<file path="src/rtl/instr_sequencer_if.sv">
// rtl/instr_sequencer_if.sv - Switch/controller-side bus of the program-feed sequencer
interface instr_sequencer_if #(
    parameter int DEPTH = 16
);
    localparam int AW = $clog2(DEPTH);

    logic [9:0]    SW;
    logic          WRb;
    logic          STEPb;
    logic          MODE;
    logic          AUTO;
    logic          EXT;
    logic          DONE;
    logic [9:0]    DOUT;
    logic          STEPCLK;
    logic [AW-1:0] PC;
    logic [AW:0]   WP;
    logic          FULL;
    logic          HALT;

    modport master (
        output SW, WRb, STEPb, MODE, AUTO, EXT, DONE,
        input  DOUT, STEPCLK, PC, WP, FULL, HALT
    );

    modport slave (
        input  SW, WRb, STEPb, MODE, AUTO, EXT, DONE,
        output DOUT, STEPCLK, PC, WP, FULL, HALT
    );
endinterface

</file>
<file path="src/rtl/instr_sequencer.sv">
// rtl/instr_sequencer.sv - Program store/replay with processor step-clock generator
// SEQ_AUTORUN_EN adds a PERIOD-spaced auto-step source selected by AUTO.
module instr_sequencer #(
    parameter int DEPTH  = 16,
    parameter int PW     = 4,
    parameter int PERIOD = 25_000_000
) (
    input  logic             CLK50M,
    input  logic             RSTb,
    instr_sequencer_if.slave bus
);
    localparam int            AW      = $clog2(DEPTH);
    localparam int            CW      = $clog2(PW + 1);
    localparam logic [AW:0]   DEPTH_W = (AW + 1)'(DEPTH);
    localparam logic [CW-1:0] PW_LAST = CW'(PW - 1);

    typedef enum logic [2:0] {LOAD, RUN_IDLE, RUN_HI, RUN_LO, HALTED} stateT;

    stateT         state, stateNext;
    logic [1:0]    wrSync, stepSync, modeSync;
    logic          wrPrev, stepPrev, modePrev;
    logic          wrEvent, stepEvent, modeRise, trigger;
    logic [CW-1:0] cnt, cntNext;
    logic [AW:0]   pcInt, pcNext, wpReg, wpNext;
    logic          extQ, extQNext, haltQ, haltQNext;
    logic          wrEn;
    logic [9:0]    prog [DEPTH];
    logic [9:0]    dout;
    logic          stepClk, halt;

    // Buttons idle high, so their synchronizers reset to 1 to avoid a phantom press.
    always_ff @(posedge CLK50M or negedge RSTb) begin
        if (!RSTb) begin
            wrSync   <= 2'b11;
            stepSync <= 2'b11;
            modeSync <= 2'b00;
            wrPrev   <= 1'b1;
            stepPrev <= 1'b1;
            modePrev <= 1'b0;
        end else begin
            wrSync   <= {wrSync[0], bus.WRb};
            stepSync <= {stepSync[0], bus.STEPb};
            modeSync <= {modeSync[0], bus.MODE};
            wrPrev   <= wrSync[1];
            stepPrev <= stepSync[1];
            modePrev <= modeSync[1];
        end
    end

    assign wrEvent   = wrPrev & ~wrSync[1];
    assign stepEvent = stepPrev & ~stepSync[1];
    assign modeRise  = modeSync[1] & ~modePrev;

`ifdef SEQ_AUTORUN_EN
    localparam int             PCW         = $clog2(PERIOD + 1);
    localparam logic [PCW-1:0] PERIOD_LAST = PCW'(PERIOD - 1);

    logic [1:0]     autoSync;
    logic [PCW-1:0] periodCnt;

    // Counts from each rising edge; parks at the terminal value so the first auto step is immediate.
    always_ff @(posedge CLK50M or negedge RSTb) begin
        if (!RSTb) begin
            autoSync  <= 2'b00;
            periodCnt <= PERIOD_LAST;
        end else begin
            autoSync <= {autoSync[0], bus.AUTO};
            if (state == RUN_IDLE && stateNext == RUN_HI) begin
                periodCnt <= '0;
            end else if (!autoSync[1]) begin
                periodCnt <= PERIOD_LAST;
            end else if (periodCnt != PERIOD_LAST) begin
                periodCnt <= periodCnt + 1'b1;
            end
        end
    end

    assign trigger = autoSync[1] ? (periodCnt == PERIOD_LAST) : stepEvent;
`else
    localparam int unusedPeriod = PERIOD;
    logic unusedAuto;
    assign unusedAuto = bus.AUTO;
    assign trigger    = stepEvent;
`endif

    always_comb begin
        stateNext = state;
        cntNext   = cnt;
        pcNext    = pcInt;
        wpNext    = wpReg;
        extQNext  = extQ;
        haltQNext = haltQ;
        wrEn      = 1'b0;
        unique case (state)
            LOAD: begin
                if (wrEvent && (wpReg < DEPTH_W)) begin
                    wrEn   = 1'b1;
                    wpNext = wpReg + 1'b1;
                end
                // RUN entry sees a write landing in the same cycle.
                if (modeRise) begin
                    pcNext    = '0;
                    stateNext = (wpNext == '0) ? HALTED : RUN_IDLE;
                end
            end
            RUN_IDLE: begin
                if (!modeSync[1]) begin
                    stateNext = LOAD;
                    wpNext    = '0;
                    pcNext    = '0;
                end else if (trigger) begin
                    stateNext = RUN_HI;
                    cntNext   = '0;
                    extQNext  = bus.EXT;
                    haltQNext = bus.DONE && (pcInt == wpReg);
                end
            end
            RUN_HI: begin
                if (cnt == PW_LAST) begin
                    cntNext = '0;
                    if (extQ && (pcInt < wpReg)) begin
                        pcNext = pcInt + 1'b1;
                    end
                    if (!modeSync[1]) begin
                        stateNext = LOAD;
                        wpNext    = '0;
                        pcNext    = '0;
                    end else begin
                        stateNext = RUN_LO;
                    end
                end else begin
                    cntNext = cnt + 1'b1;
                end
            end
            RUN_LO: begin
                if (!modeSync[1]) begin
                    stateNext = LOAD;
                    wpNext    = '0;
                    pcNext    = '0;
                end else if (cnt == PW_LAST) begin
                    stateNext = haltQ ? HALTED : RUN_IDLE;
                end else begin
                    cntNext = cnt + 1'b1;
                end
            end
            HALTED: begin
                if (!modeSync[1]) begin
                    stateNext = LOAD;
                    wpNext    = '0;
                    pcNext    = '0;
                end
            end
            default: stateNext = LOAD;
        endcase
    end

    // STEPCLK and HALT are registered from the next state so they are glitch-free.
    always_ff @(posedge CLK50M or negedge RSTb) begin
        if (!RSTb) begin
            state   <= LOAD;
            cnt     <= '0;
            pcInt   <= '0;
            wpReg   <= '0;
            extQ    <= 1'b0;
            haltQ   <= 1'b0;
            dout    <= '0;
            stepClk <= 1'b0;
            halt    <= 1'b0;
        end else begin
            state   <= stateNext;
            cnt     <= cntNext;
            pcInt   <= pcNext;
            wpReg   <= wpNext;
            extQ    <= extQNext;
            haltQ   <= haltQNext;
            dout    <= (pcInt < wpReg) ? prog[pcInt[AW-1:0]] : '0;
            stepClk <= (stateNext == RUN_HI);
            halt    <= (stateNext == HALTED);
        end
    end

    always_ff @(posedge CLK50M) begin
        if (wrEn) begin
            prog[wpReg[AW-1:0]] <= bus.SW;
        end
    end

    assign bus.DOUT    = dout;
    assign bus.STEPCLK = stepClk;
    assign bus.PC      = pcInt[AW-1:0];
    assign bus.WP      = wpReg;
    assign bus.FULL    = (wpReg == DEPTH_W);
    assign bus.HALT    = halt;
endmodule

</file>
<file path="src/flat_wrapper.sv">
// flat-port wrapper written by rule: the top's interface ports become plain ports
module instr_sequencer_flat 
#(
    parameter int DEPTH  = 16,
    parameter int PW     = 4,
    parameter int PERIOD = 25_000_000
)
  (CLK50M, RSTb, bus_SW, bus_WRb, bus_STEPb, bus_MODE, bus_AUTO, bus_EXT, bus_DONE, bus_DOUT, bus_STEPCLK, bus_PC, bus_WP, bus_FULL, bus_HALT);
  instr_sequencer_if #(.DEPTH(DEPTH)) bus_i ();
  input  logic CLK50M;
  input  logic RSTb;
  input wire logic [$bits(bus_i.SW)-1:0] bus_SW;
  input wire logic [$bits(bus_i.WRb)-1:0] bus_WRb;
  input wire logic [$bits(bus_i.STEPb)-1:0] bus_STEPb;
  input wire logic [$bits(bus_i.MODE)-1:0] bus_MODE;
  input wire logic [$bits(bus_i.AUTO)-1:0] bus_AUTO;
  input wire logic [$bits(bus_i.EXT)-1:0] bus_EXT;
  input wire logic [$bits(bus_i.DONE)-1:0] bus_DONE;
  output wire logic [$bits(bus_i.DOUT)-1:0] bus_DOUT;
  output wire logic [$bits(bus_i.STEPCLK)-1:0] bus_STEPCLK;
  output wire logic [$bits(bus_i.PC)-1:0] bus_PC;
  output wire logic [$bits(bus_i.WP)-1:0] bus_WP;
  output wire logic [$bits(bus_i.FULL)-1:0] bus_FULL;
  output wire logic [$bits(bus_i.HALT)-1:0] bus_HALT;
  assign bus_i.SW = bus_SW;
  assign bus_i.WRb = bus_WRb;
  assign bus_i.STEPb = bus_STEPb;
  assign bus_i.MODE = bus_MODE;
  assign bus_i.AUTO = bus_AUTO;
  assign bus_i.EXT = bus_EXT;
  assign bus_i.DONE = bus_DONE;
  assign bus_DOUT = bus_i.DOUT;
  assign bus_STEPCLK = bus_i.STEPCLK;
  assign bus_PC = bus_i.PC;
  assign bus_WP = bus_i.WP;
  assign bus_FULL = bus_i.FULL;
  assign bus_HALT = bus_i.HALT;
  instr_sequencer #(.DEPTH(DEPTH), .PW(PW), .PERIOD(PERIOD)) u_core (.CLK50M(CLK50M), .RSTb(RSTb), .bus(bus_i));
endmodule
</file>
<file path="config.mk">
export PLATFORM = sky130hd
export DESIGN_NAME = instr_sequencer_flat
export DESIGN_NICKNAME = d
export VERILOG_FILES = /design/src/rtl/instr_sequencer_if.sv /design/src/rtl/instr_sequencer.sv /design/src/flat_wrapper.sv
export SDC_FILE = /design/constraint.sdc
export NUM_CORES = 1
export LEC_CHECK = 0
export CORE_ASPECT_RATIO = 2
export CORE_MARGIN = 5
export CORE_UTILIZATION = 68
export DETAILED_ROUTE_END_ITERATION = 7
export DONT_BUFFER_PORTS = 1
export MAX_ROUTING_LAYER = met4
export PLACE_DENSITY = 0.8
export SYNTH_ARGS = -nofsm -noshare
export SYNTH_HDL_FRONTEND = slang
export SYNTH_SLANG_ARGS = --single-unit
export TNS_END_PERCENT = 5
</file>
<file path="constraint.sdc">
create_clock -name CLK50M -period 6.3 [get_ports CLK50M]
set_input_delay 1.26 -clock CLK50M [delete_from_list [all_inputs] [get_ports CLK50M]]
set_output_delay 1.26 -clock CLK50M [all_outputs]
set_load 0.05 [all_outputs]
</file>
# --- Word level (Yosys, flattened, before mapping) ---
# Memory sizes are Yosys's and may differ from the RTL's.
# Index checks and enable logic that the tools add are counted.
op_classes:
  eq_ne: 17
  n_mux: 33
  add_sub_neg: 3
  bitwise_logic: 6
  n_reduce_logical: 12
  order_cmp: 2
op_table:
  columns: ["operator", "n"]
  rows:
  - ["$mux 5", 9]
  - ["$mux 3", 14]
  - ["$pmux 5 s3", 2]
  - ["$pmux 3 s5", 1]
  - ["$eq 3x2->1 const B", 4]
  - ["$add 5x1->5 const B", 2]
  - ["$mux 10", 1]
  - ["$ne 2x1->1 const B", 5]
  - ["$reduce_and 5->1", 2]
  - ["$pmux 3 s3", 1]
  - ["$eq 3x3->1 const B", 2]
  - ["$reduce_bool 3->1", 2]
  - ["$eq 5x5->1", 1]
  - ["$eq 5x5->1 const B", 1]
  - ["$logic_not 5->1", 1]
  - ["$lt 5x5->1", 1]
  - ["$lt 5x5->1 const B", 1]
  - ["$mux 1", 4]
  - ["$ne 2x2->1 const B", 2]
  - ["$add 3x1->3 const B", 1]
  - ["$and 1x1->1", 3]
  - ["$eq 3x1->1 const B", 1]
  - ["$logic_and 1x1->1", 3]
  - ["$logic_not 3->1", 1]
  - ["other kinds (6)", 8]
totals:
  ramBits: 160
  elab_cells: 89
  inputBits: 18
  mem_count: 1
  regBits: 39
  output_inout_bits: 22
memory_table:
  columns: ["memory", "depth", "width", "read_ports", "rd_ports_with_merged_regs", "write_ports", "line_no", "source"]
  rows:
  - ["u_core.prog", 16, 10, 1, 0, 1, "instr_sequencer.sv:27", "logic [9:0] prog [DEPTH];"]

# --- Logic depth before layout (Yosys ltp) ---
depth:
  depth_word: 10
  mapped_depth: 9
  ltp_nobuf: 7

# --- Worst setup path before layout ---
# No wires, ideal clock.
synth_path:
  path_kind: "register to output"
  startpoint: "reg u_core.wpReg[0] (netlist: u_core.bus.WP[0])"
  endpoint: "out bus_FULL"
  t_required_ns: 5.040
  path_stages_with_launch: 4
  t_arrival_ns: 1.414
  setup_slack_ns: 3.626
  n_path_buf: 0
  path_cell_list: "dfrtp_1 > inv_1 > ha_1 > and3_1"
synth_via:
  elab_chain_len: 1
synth_lines:
  columns: ["item", "line_no", "source"]
  rows:
  - ["start: declaration", "instr_sequencer.sv:24", "logic [AW:0] pcInt, pcNext, wpReg, wpNext;"]
  - ["start signal: assignment", "instr_sequencer.sv:173", "wpReg <= wpNext;"]
  - ["$eq 5x5->1", "instr_sequencer.sv:192", "assign bus.FULL = (wpReg == DEPTH_W);"]
  - ["end: declaration", "flat_wrapper.sv:23", "output wire logic [$bits(bus_i.FULL)-1:0] bus_FULL;"]
# No other way between the ends.

# --- Worst setup path in the final report ---
# Same ends and word-level chain as after synthesis.

==> flow_metrics.tcl <==
set metrics [dict create \
    max_clock_freq_mhz 302.9 \
    hold_viol_final 0 \
    grt_max_degree 45 \
    fp.dieW_um 86.80 \
    synthFlopType "edfxtp_1" \
    placedCellCount 574 \
    core_area_um2 11630 \
    fin_crit_sh_pct 52.40 \
    holdWs_ns 0.3515 \
    post-route-min-period_ns 3.301 \
    grt_first_pass_wirelength_mm 25.76 \
    syn_area_per_cell_um2 17.79 \
    cts_sinks 199 \
    nets 479 \
    viasPerCell 6.762 \
    p_leak_nw 2.858 \
    power_frac_clock_pct 32.7 \
    grt_pass1_vias 4374 \
    ant_nets 0 \
    ctsRootBufferMaster "clkbuf_16" \
    cts-htree-levels 4 \
    endpoint_kind "primary output" \
    antennaDiodeCount 0 \
    p_sw_share_pct 30.92 \
    area_growth_syn_to_layout_pct 7.783 \
    rsz0062_at_grt "no" \
    globalplace.congestion 0.8840 \
    worst_pin_slew_ns 1.189 \
    setup.worst_path.class "reg -> out" \
    ir_worst_vdd_uv 297.5 \
    cts.hold.buffers_added 0 \
    power_density_nw_per_um2 371.4 \
    post_drt_wl_per_cell_um 27.69 \
    intPower_mw 2.218 \
    rows 56 \
    io_pins 40 \
    netlist-cell-type-count 54 \
    final_common_cell "edfxtp_1" \
    synth-seq-cells 199 \
    cts_made_buffers 17 \
    synth_nets 482 \
    drive_gt1_share_pct 19.74 \
    synth_warnings 0 \
    synthCells 451 \
    slew_viol_final 0 \
    antenna_found_initial 0 \
    overflow 0 \
    layout_common_cells "edfxtp_1, mux4_2, dfrtp_1, nor2_1, o22ai_1" \
    cp-start-kind "flip-flop" \
    drt-initial-drc-count 393 \
    drc_errors 0 \
    fin_cells 606 \
    synth_edf_count 160 \
    arrival_ns 2.04 \
    crit_required_ns 5.04 \
    maxCapViolations 0 \
    switchingPower_uw 992.9 \
    ff2ff_setup_slack_ns 3.43 \
    start_util_pct 68.97 \
    port_buffers 0 \
    tritoncts "built" \
    die-area_um2 14200 \
    combPwrFrac_pct 12.1 \
    power_frac_seq_pct 55.3 \
    first_pass_iters 6 \
    status "finished clean" \
    dp_hpwl_mm 11.10 \
    relSlewSlack_pct 20.43 \
    synth_area_um2 8021 \
    cts_setup_buffers 0 \
    fin_setup_tns_ns 0 \
    skew_ns 0.01077 \
    cts_resized 0 \
    grt.total_usage_pct 26.60 \
    holdCritPathClass "reg -> reg" \
    clk_pin_slew_ns 0.08 \
    setup_viol 0 \
    vias 4098 \
    async_flop_share_pct 19.60 \
    yosysSeqAreaShare_pct 72.16 \
    fin_util_pct 74.33 \
    die_y_um 163.6 \
    clock_latency_ns 0.44 \
    routed_wl_mm 16.78 \
    clockBufferDepth 2 \
    cp_max_fo 10 \
]
## cells in the mapped netlist (2+ instances only)
cell      number  area (um^2)
mux2_2         2        22.52
edfxtp_1     160         4805
o21ai_0        6        30.03
nor2_1        21        78.83
ha_1          13        162.7
mux2i_1        4        40.04
nand4b_1       2        17.52
buf_4         10        75.07
a21oi_1        9        45.04
nor3_1        14        70.07
o31ai_1        3        22.52
clkbuf_1       4        15.01
and2_1         5        31.28
nand2b_1       3        18.77
nand2_1       15        56.30
buf_6          2        22.52
a31oi_1        5        31.28
buf_2          7        35.03
nand3_1       11        55.05
or3_1          3        18.77
mux4_2        40        900.9
o211ai_1       2        15.01
dfstp_2        6        157.7
dfrtp_1       33        825.8
a32o_1         2        20.02
inv_1         15        56.30
a21o_1         2        15.01
buf_1          2        7.510
o22ai_1       20        125.1
nor2b_1        3        18.77
and3_1         4        25.02
## worst max-delay path: stages, from the launching register on
cell     delay (ns)
dfrtp_1        0.85
inv_1          0.15
ha_1           0.27
and3_1         0.33
## registers in the layout (all words and copies together) (netlist names), 2 cells and up
name and cells:
u_core.prog 160, u_core.bus.DOUT 10, u_core.bus.WP 5, u_core.pcInt 5, u_core.cnt 3, u_core.state 3, u_core.modeSync 2, u_core.stepSync 2
u_core.wrSync 2
## final cells by class
| type | count | area, um^2 |
|---|---|---|
| flip-flops and latches | 199 | 5792 |
| fillers | 689 | 2985 |
| multi-input cells | 212 | 2022 |
| clock buffers | 19 | 432.9 |
| well taps | 145 | 181.4 |
| clock inverters | 13 | 138.9 |
| inverters | 15 | 56.30 |
| repair buffers | 3 | 22.52 |
## metal layers
metal / up-vias / routed length, um / track usage [%]
li1: 1776 / - / -
met1: 2132 / 5684 / 28.27
met2: 161 / 9885 / 47.47
met3: 29 / 848 / 6.007
met4: 0 / 360 / 9.574
met5: - / 0 / -
## worst paths after layout
kind / to / cells after the start / startpoint
setup reg to reg: u_core.bus.DOUT[7]$_DFF_PN0_ / 6 / u_core.bus.WP[3]$_DFFE_PN0P_
setup / recovery: bus_FULL / 3 / u_core.bus.WP[0]$_DFFE_PN0P_
hold reg to reg: u_core.wrSync[1]$_DFF_PN1_ / 0 / u_core.wrSync[0]$_DFF_PN1_
min in group asynchronous: u_core.state[1]$_DFF_PN0_ / 0 / RSTb
max in group asynchronous: u_core.wrSync[0]$_DFF_PN1_ / 0 / RSTb
hold / removal: u_core.wrSync[1]$_DFF_PN1_ / 0 / u_core.wrSync[0]$_DFF_PN1_
## power by group through the flow
stage | clock, mW | combinational (mW) | sequential [mW]
floorplan | 0 | 0.319 | 1.74
global placement | 0 | 0.355 | 1.79
detailed placement | 0 | 0.376 | 1.80
CTS | 1.05 | 0.382 | 1.77
global route | 1.11 | 0.417 | 1.79
finish | 1.05 | 0.387 | 1.77
## cells by family (layout without fill, tap and decap cells)
kind of cell	Yosys count	after routing	share of synthesized area, %
AND/OR/NAND/NOR	93	93	6.193
adder cells (fa/ha/maj)	13	13	2.028
multiplexers	46	46	12.01
buffers and inverters	40	50	2.636
flip-flops	199	199	72.16
AO/OA/AOI/OAI	60	60	4.976
## through the flow
step | setup WS [ns] | instance area (um^2) | total power, mW
floorplan | 3.626 | 8021 | 2.059
global placement | 3.504 | 8074 | 2.149
detailed placement | 3.469 | 8074 | 2.180
CTS | 3.002 | 8646 | 3.210
global route | 2.869 | 8646 | 3.313
finish | 2.999 | 8646 | 3.211
Power figures use the tool's default switching activity.
